<file path="src/rtl/edge_gen_pkg.sv">
// ----------------------------------------------------------------------------
// edge_gen_pkg
// Shared types and helpers for the edge_level_gen block.
//   state_e         : FSM encoding, also exported on the top's debug port.
//   hold_cnt_width  : width of the hold down-counter, sized to hold
//                     max(min_high, min_low).
// ----------------------------------------------------------------------------
package edge_gen_pkg;

    typedef enum logic [1:0] {
        LOW_IDLE  = 2'd0,
        HIGH_HOLD = 2'd1,
        HIGH_IDLE = 2'd2,
        LOW_HOLD  = 2'd3
    } state_e;

    function automatic int hold_cnt_width(input int min_high, input int min_low);
        int m;
        m = (min_high > min_low) ? min_high : min_low;
        hold_cnt_width = (m < 1) ? 1 : $clog2(m + 1);
    endfunction

endpackage

</file>
<file path="src/rtl/edge_hold_cnt.sv">
// ----------------------------------------------------------------------------
// edge_hold_cnt
// Loadable down-counter that times the minimum high/low hold windows.
// The load takes priority; otherwise the count decrements while nonzero and
// rests at 0.
// Ports:
//   clk         in   clock, rising edge
//   reset       in   asynchronous active-high reset (count -> 0)
//   load_i      in   load load_val_i this cycle
//   load_val_i  in   value to load
//   cnt_o       out  current count
//   zero_o      out  count is 0 (hold window over)
// ----------------------------------------------------------------------------
module edge_hold_cnt #(
    parameter int W = 3
) (
    input  logic         clk,
    input  logic         reset,
    input  logic         load_i,
    input  logic [W-1:0] load_val_i,
    output logic [W-1:0] cnt_o,
    output logic         zero_o
);

    logic [W-1:0] cnt;

    always_ff @(posedge clk or posedge reset) begin
        if (reset) begin
            cnt <= '0;
        end else if (load_i) begin
            cnt <= load_val_i;
        end else if (cnt != '0) begin
            cnt <= cnt - 1'b1;
        end
    end

    assign cnt_o  = cnt;
    assign zero_o = (cnt == '0);

endmodule

</file>
<file path="src/rtl/edge_level_gen.sv">
// ----------------------------------------------------------------------------
// edge_level_gen
// Turns rise/fall request strobes into a clean registered level with minimum
// high and low hold times. Edge pulses mark the first cycle of each new level
// so the downstream edge detector can be cross-checked.
//
// Request semantics: rise_req_i / fall_req_i are single-cycle strobes sampled
// on every rising clk edge. There is no back-pressure: a request is accepted,
// ignored as redundant, queued (optional), or discarded, and a discard is
// reported by a one-cycle drop_o pulse on the following cycle.
//
// Build option: define EDGE_LEVEL_GEN_QUEUE_EN to add a one-entry pending
// register that holds an opposite request made during the hold window and
// applies it in the first cycle the window is over.
//
// Parameters:
//   MIN_HIGH    min cycles level_o stays 1 after a rise (>=1)
//   MIN_LOW     min cycles level_o stays 0 after a fall (>=1)
//   INIT_LEVEL  level_o during and after reset
// Ports:
//   clk             in   clock, rising edge
//   reset           in   asynchronous active-high reset
//   rise_req_i      in   request level_o -> 1
//   fall_req_i      in   request level_o -> 0
//   level_o         out  generated level (registered)
//   rising_edge_o   out  pulse in the first cycle level_o reads 1
//   falling_edge_o  out  pulse in the first cycle level_o reads 0
//   busy_o          out  hold window active
//   drop_o          out  pulse the cycle after a request was discarded
//   state_o         out  FSM state (debug)
// ----------------------------------------------------------------------------
module edge_level_gen
    import edge_gen_pkg::*;
#(
    parameter int MIN_HIGH   = 4,
    parameter int MIN_LOW    = 4,
    parameter bit INIT_LEVEL = 1'b0
) (
    input  logic   clk,
    input  logic   reset,
    input  logic   rise_req_i,
    input  logic   fall_req_i,
    output logic   level_o,
    output logic   rising_edge_o,
    output logic   falling_edge_o,
    output logic   busy_o,
    output logic   drop_o,
    output state_e state_o
);

    localparam int CW = hold_cnt_width(MIN_HIGH, MIN_LOW);

    localparam state_e INIT_STATE = INIT_LEVEL ? HIGH_IDLE : LOW_IDLE;
    localparam state_e RISE_STATE = (MIN_HIGH == 1) ? HIGH_IDLE : HIGH_HOLD;
    localparam state_e FALL_STATE = (MIN_LOW == 1) ? LOW_IDLE : LOW_HOLD;

    state_e        state;
    logic          level;
    logic          rising;
    logic          falling;
    logic          drop;

    logic [CW-1:0] cnt;
    logic          cnt_zero;
    logic [CW-1:0] load_val;

    logic          up_only;
    logic          down_only;
    logic          opposite;
    logic          redundant;
    logic          toggle;
    logic          drop_set;

`ifdef EDGE_LEVEL_GEN_QUEUE_EN
    // Only an opposite request is ever stored, so a single valid bit is
    // enough: its direction is always "toggle the current level".
    logic          pend_q;
    logic          pend_d;
`endif

    // Simultaneous rise and fall never counts as either direction.
    assign up_only   = rise_req_i & ~fall_req_i;
    assign down_only = fall_req_i & ~rise_req_i;
    assign opposite  = level ? down_only : up_only;
    assign redundant = level ? up_only : down_only;

    always_comb begin
        toggle   = 1'b0;
        drop_set = rise_req_i & fall_req_i;
`ifdef EDGE_LEVEL_GEN_QUEUE_EN
        pend_d   = pend_q;
`endif
        if (cnt_zero) begin
            toggle = opposite;
`ifdef EDGE_LEVEL_GEN_QUEUE_EN
            // A stored request fires now unless a same-level request in this
            // very cycle cancels it.
            if (pend_q) begin
                toggle = ~redundant;
                pend_d = 1'b0;
            end
`endif
        end else begin
`ifdef EDGE_LEVEL_GEN_QUEUE_EN
            if (redundant) begin
                pend_d = 1'b0;
            end else if (opposite) begin
                if (pend_q) begin
                    drop_set = 1'b1;
                end else begin
                    pend_d = 1'b1;
                end
            end
`else
            if (opposite) begin
                drop_set = 1'b1;
            end
`endif
        end
    end

    // Hold length of the level being entered, minus the first cycle itself.
    assign load_val = level ? CW'(MIN_LOW - 1) : CW'(MIN_HIGH - 1);

    edge_hold_cnt #(
        .W (CW)
    ) u_hold_cnt (
        .clk        (clk),
        .reset      (reset),
        .load_i     (toggle),
        .load_val_i (load_val),
        .cnt_o      (cnt),
        .zero_o     (cnt_zero)
    );

    always_ff @(posedge clk or posedge reset) begin
        if (reset) begin
            state   <= INIT_STATE;
            level   <= INIT_LEVEL;
            rising  <= 1'b0;
            falling <= 1'b0;
            drop    <= 1'b0;
        end else begin
            rising  <= toggle & ~level;
            falling <= toggle & level;
            drop    <= drop_set;
            if (toggle) begin
                level <= ~level;
                state <= level ? FALL_STATE : RISE_STATE;
            end else begin
                case (state)
                    // Leave the hold state in step with the counter reaching 0.
                    HIGH_HOLD: if (cnt == CW'(1)) state <= HIGH_IDLE;
                    LOW_HOLD:  if (cnt == CW'(1)) state <= LOW_IDLE;
                    default:   state <= state;
                endcase
            end
        end
    end

`ifdef EDGE_LEVEL_GEN_QUEUE_EN
    always_ff @(posedge clk or posedge reset) begin
        if (reset) begin
            pend_q <= 1'b0;
        end else begin
            pend_q <= pend_d;
        end
    end
`endif

    assign level_o        = level;
    assign rising_edge_o  = rising;
    assign falling_edge_o = falling;
    assign busy_o         = ~cnt_zero;
    assign drop_o         = drop;
    assign state_o        = state;

endmodule

</file>
<file path="config.mk">
export PLATFORM = sky130hd
export DESIGN_NAME = edge_level_gen
export DESIGN_NICKNAME = d
export VERILOG_FILES = /design/src/rtl/edge_gen_pkg.sv /design/src/rtl/edge_hold_cnt.sv /design/src/rtl/edge_level_gen.sv
export SDC_FILE = /design/constraint.sdc
export NUM_CORES = 1
export LEC_CHECK = 0
export CAP_MARGIN = 15
export CORE_AREA = 2 2 39 41
export CTS_CLUSTER_DIAMETER = 30
export DETAILED_ROUTE_END_ITERATION = 10
export DIE_AREA = 0 0 41 43
export GPL_TIMING_DRIVEN = 0
export SYNTH_ARGS = -nofsm -noshare
export SYNTH_HDL_FRONTEND = slang
export SYNTH_SLANG_ARGS = --single-unit
</file>
<file path="constraint.sdc">
create_clock -name clk -period 1.4 [get_ports clk]
set_clock_uncertainty 0.15 [all_clocks]
set_input_delay 0.42 -clock clk [delete_from_list [all_inputs] [get_ports clk]]
set_output_delay 0.42 -clock clk [all_outputs]
set_load 0.02 [all_outputs]
</file>
# After elaboration in Yosys (flattened, before gate mapping)
# Index checks and enable logic that the tools add are counted.
# W data, S select, Z words.
word_totals:
  regBits: 9
  latchBits: 0
  ram_bits: 0
  romBits: 0
  in_bits: 4
  out_inout_bits: 7
  n_memories: 0
classes:
  n_addsub: 1
  mul: 0
  n_div: 0
  n_lt_le_gt_ge: 0
  eq_ne: 5
  shift: 0
  n_mux: 11
  bitwise_logic: 9
  n_reduce_logical: 5
op_table:
  columns: ["cell", "count"]
  rows:
  - ["$mux W2", 4]
  - ["$mux W3", 2]
  - ["$ne A3 B3 Y1 const B", 2]
  - ["$reduce_bool A3 Y1", 2]
  - ["$and A1 B1 Y1", 5]
  - ["$mux W1", 4]
  - ["$not A1 Y1", 4]
  - ["$pmux W2 S2", 1]
  - ["$eq A3 B1 Y1 const B", 1]
  - ["$logic_not A3 Y1", 1]
  - ["$reduce_and A3 Y1", 1]
  - ["$sub A3 B1 Y3 const B", 1]
  - ["$eq A2 B1 Y1 const B", 1]
  - ["$eq A2 B2 Y1 const B", 1]
  - ["$reduce_bool A2 Y1", 1]

# Logic depth before layout (Yosys ltp)
depth:
  ltp_word: 6
  depth_mapped: 6
  depth_no_buf: 6

# Hierarchy
# A second synthesis with hierarchy kept.
unflattened:
  cells_unflattened: 48
  area_unflattened_um2: 481.7
modules_own_cells:
  columns: ["mod", "instances", "cells_each", "area_per_inst_um2"]
  rows:
  - ["edge_level_gen", 1, 26, 277.8]
  - ["edge_hold_cnt", 1, 22, 203.9]

# Worst setup path before layout
# OpenSTA, ideal clock, no wires.
synth_timing:
  path_type: "flip-flop to flip-flop"
  start: "register u_hold_cnt.cnt[0], in the netlist u_hold_cnt.cnt_o[0]"
  end: "register u_hold_cnt.cnt[0], in the netlist u_hold_cnt.cnt_o[0]"
  setup_time_ns: 0.130
  t_arrival_ns: 1.311
  path_slack_ns: -0.191
  stages_incl_launch_ff: 7
  period_less_slack_ns: 1.591
  cell_sequence: "dfrtp_1 > inv_1 > ha_1 > ha_1 > inv_2 > nor4_1 > a21oi_1"
synth_between:
  elab_chain_len: 3
  elab_cells_between_ends: 7
synth_rtl:
  columns: ["element", "line", "rtl"]
  rows:
  - ["start, declared", "edge_hold_cnt.sv:25", "logic [W-1:0] cnt;"]
  - ["start signal, assigned", "edge_hold_cnt.sv:31", "cnt <= load_val_i;"]
  - ["start signal, assigned", "edge_hold_cnt.sv:33", "cnt <= cnt - 1'b1;"]
  - ["$sub A3 B1 Y3 / $logic_not A3 Y1 (equally long branches)", "edge_hold_cnt.sv:33, edge_hold_cnt.sv:38", null]
  - ["$mux W3 / $mux W1 (equally long branches)", "edge_hold_cnt.sv:32, edge_level_gen.sv:93", null]
  - ["$mux W3 / $reduce_bool A2 Y1 (equally long branches)", null, null]
# Parallel ways exist; a longest one is shown, timed or not. The select of a mux whose other input is x is not followed.
# A chain may end at the register's enable or synchronous reset.

# Worst setup path in the final report
layout_timing:
  start: "register u_hold_cnt.cnt[1], in the netlist u_hold_cnt.cnt_o[1]"
  end: "output port busy_o"
layout_between:
  elab_chain_len: 2
layout_rtl:
  columns: ["element", "line", "rtl"]
  rows:
  - ["$logic_not A3 Y1", "edge_hold_cnt.sv:38", "assign zero_o = (cnt == '0);"]
  - ["$not A1 Y1", "edge_level_gen.sv:174", "assign busy_o = ~cnt_zero;"]
  - ["end, declared", "edge_level_gen.sv:46", "output logic busy_o,"]
# Every way passes these cells.

==> impl_metrics.json <==
{
  "status": "finished, violations left",
  "violations": "setup timing",
  "grt_max_degree": 10,
  "power_density_nw_per_um2": 2300,
  "netlist_area_um2": 453,
  "gp_congestion": 0.734,
  "antenna_cells": 0,
  "layout_commonest_cell": "buf_4",
  "grt_pass1_vias": 374,
  "rsz0062_at_grt": "yes",
  "yosysWarnings": 0,
  "hold_viol": 0,
  "cts_tree": "done",
  "holdWs_ns": 0.269,
  "power.internal_mw": 1.12,
  "placed_cell_area_um2": 597,
  "core_um2": 1380,
  "numCtsBuffers": 3,
  "vias": 422,
  "antenna_found_initial": 0,
  "wire_per_inst_um": 12.5,
  "ir_worst_vdd_mv": 0.942,
  "stdcell_count": 88,
  "nFillCells": 125,
  "use_met2_pct": 20.6,
  "drive_above_1_share_pct": 56.9,
  "seq_power_share_pct": 24.4,
  "die_h_um": 43,
  "clockBufferDepth": 2,
  "via_per_inst": 4.80,
  "hold_path.class": "input pin to async pin",
  "layout_common_cells": "buf_4, dfrtp_1, buf_6, buf_2",
  "clkSinkCount": 9,
  "cellLeakagePower_nw": 0.389,
  "totalWireLength_um": 1100,
  "insertion_delay_ns": 0.27,
  "start_kind": "flop",
  "port_buffers": 10,
  "layout.nets": 80,
  "ys_types": 23,
  "initial_core_util_pct": 32.7,
  "dr.pass1.iters": 4,
  "max_cap_viol_count": 0,
  "drv_slew": 0,
  "seq_area_frac_synth_pct": 49.7,
  "grt_pass1_wl_um": 1570,
  "syn-num-nets": 50,
  "post-route-cell-area_um2": 778,
  "final_antenna_net_count": 0,
  "crit_path_end_kind": "output pin",
  "power.share.switching_pct": 37.5,
  "setup_viol": 10,
  "dp_cells": 69,
  "fin_crit_ns": 1.74,
  "worst_slack_ns": -0.341,
  "path_class": "flop to output pin",
  "grt_overflow": 0,
  "p_comb_share_pct": 63.7,
  "synth.avg_cell_area_um2": 10.5,
  "cts-root-buf": "clkbuf_4",
  "max_freq_mhz": 574,
  "grt_use_total_pct": 13.6,
  "worstPathArrival_ns": 1.17,
  "drt_iter0_markers": 7,
  "met3_usage_pct": 3.14,
  "drcViolationCount": 0,
  "syn_to_final_growth_pct": 71.8,
  "final.period_utilization_pct": 124,
  "p_sw_uw": 671,
  "path_max_fanout": 2,
  "top_usage_layer": "met2",
  "die_w_um": 41,
  "slew_headroom_pct": 75.9,
  "hpwl_um": 597,
  "syn_inst": 43,
  "worstMarginPinSlew_ns": 0.362,
  "clk_pin_slew_ns": 0.07,
  "clockPowerShare_pct": 11.8,
  "ys_ff_latch": 9,
  "grtUsageMet1_pct": 17.5,
  "dieArea_um2": 1760,
  "rows": 14,
  "required_ns": 0.83,
  "cts-htree-levels": 1,
  "ios": 11
}
-- synthesized netlist by cell type --
| cell type | number | share of area, % |
|---|---|---|
| dfrtp_1 | 9 | 50 |
| inv_1 | 5 | 4.1 |
| nand2_1 | 4 | 3.3 |
| ha_1 | 3 | 8.3 |
| o21ai_0 | 3 | 3.3 |
| a21oi_1 | 2 | 2.2 |
| a21o_1 | 1 | 1.7 |
| and3_1 | 1 | 1.4 |
| and3b_4 | 1 | 2.8 |
| and4bb_2 | 1 | 2.8 |
| inv_2 | 1 | 0.83 |
| mux2i_1 | 1 | 2.2 |
| nand2_4 | 1 | 2.5 |
| nand2b_1 | 1 | 1.4 |
| nand3_1 | 1 | 1.1 |
| nand3b_1 | 1 | 1.7 |
| nor2_1 | 1 | 0.83 |
| nor3_1 | 1 | 1.1 |
| nor3b_1 | 1 | 1.7 |
| nor4_1 | 1 | 1.4 |
| o221ai_1 | 1 | 1.9 |
| o32ai_1 | 1 | 1.9 |
| xor2_1 | 1 | 1.9 |
-- cell families (layout without fill, tap and decap cells) --
group           after synthesis  after routing  share of synthesized area, %
fa+ha+maj                     3              3                          8.29
mux                           1              1                          2.21
compound gates                8              8                          11.1
xor+xnor                      1              1                          1.93
simple gates                 15             15                          21.8
buf+inv                       6             35                          4.97
flops                         9              9                          49.7
-- power groups by stage --
stage | Combinational [mW] | Clock, mW | Sequential [mW]
after floorplan | 0.373 | 0 | 0.523
after global placement | 0.653 | 0 | 0.461
after detailed placement | 0.654 | 0 | 0.466
final | 1.14 | 0.211 | 0.437
after CTS | 0.927 | 0.210 | 0.431
after global routing | 1.22 | 0.225 | 0.448
-- per-stage QoR --
| stage | TNS [ns] | worst slack (ns) | power [mW] | utilization, % |
|---|---|---|---|---|
| after floorplan | -0.259 | -0.0573 | 0.896 | - |
| after global placement | -4.18 | -0.656 | 1.11 | 43.1 |
| after detailed placement | -4.28 | -0.671 | 1.12 | 43.1 |
| after CTS | -1.63 | -0.323 | 1.57 | 50.9 |
| after global routing | -2.36 | -0.373 | 1.90 | 56.2 |
| final | -1.90 | -0.341 | 1.79 | 56.2 |
-- layer usage --
metal / part of all wire [%] / up-vias
li1: - / 206
met1: 40 / 203
met2: 54 / 11
met3: 4.3 / 2
met4: 1.8 / 0
met5: 0 / -
-- repair_timing --
item	CTS	global route
buffers inserted	10	7
hold buffers	0	0
resized for setup	44	11
pin swaps	8	5
setup endpoints to repair	14	12
-- path summary, 6_finish.rpt --
path,start,to,slack [ns],depth (start not counted)
max,u_hold_cnt.cnt_o[1],busy_o,-0.34,5
min,reset,falling_edge_o,0.27,2
max reg2reg,u_hold_cnt.cnt_o[1],state_o[0],-0.28,8
min reg2reg,state_o[1],state_o[1],0.42,2
max in group asynchronous,reset,level_o,0.55,2
min in group clk,state_o[1],state_o[1],0.42,2
-- critical path: stages, from the launching register on --
cell and delay [ns]:
dfrtp_1 0.37, inv_2 0.06, ha_4 0.16, ha_4 0.16, inv_4 0.05, buf_6 0.10
-- flip-flops by register name, summed over array words and instances (netlist names) --
register          cells
drop_o                1
falling_edge_o        1
level_o               1
rising_edge_o         1
state_o               2
u_hold_cnt.cnt_o      3
-- cell type report --
cell class / instances / area, µm² / area share (%)
multi-input cells: 28 / 272 / 34.9
flip-flops and latches: 9 / 226 / 29.1
repair buffers: 25 / 209 / 26.8
clock buffers: 4 / 26.3 / 3.38
inverters: 6 / 25.0 / 3.22
well taps: 16 / 20.0 / 2.57
(Power assumes the default switching activity.)
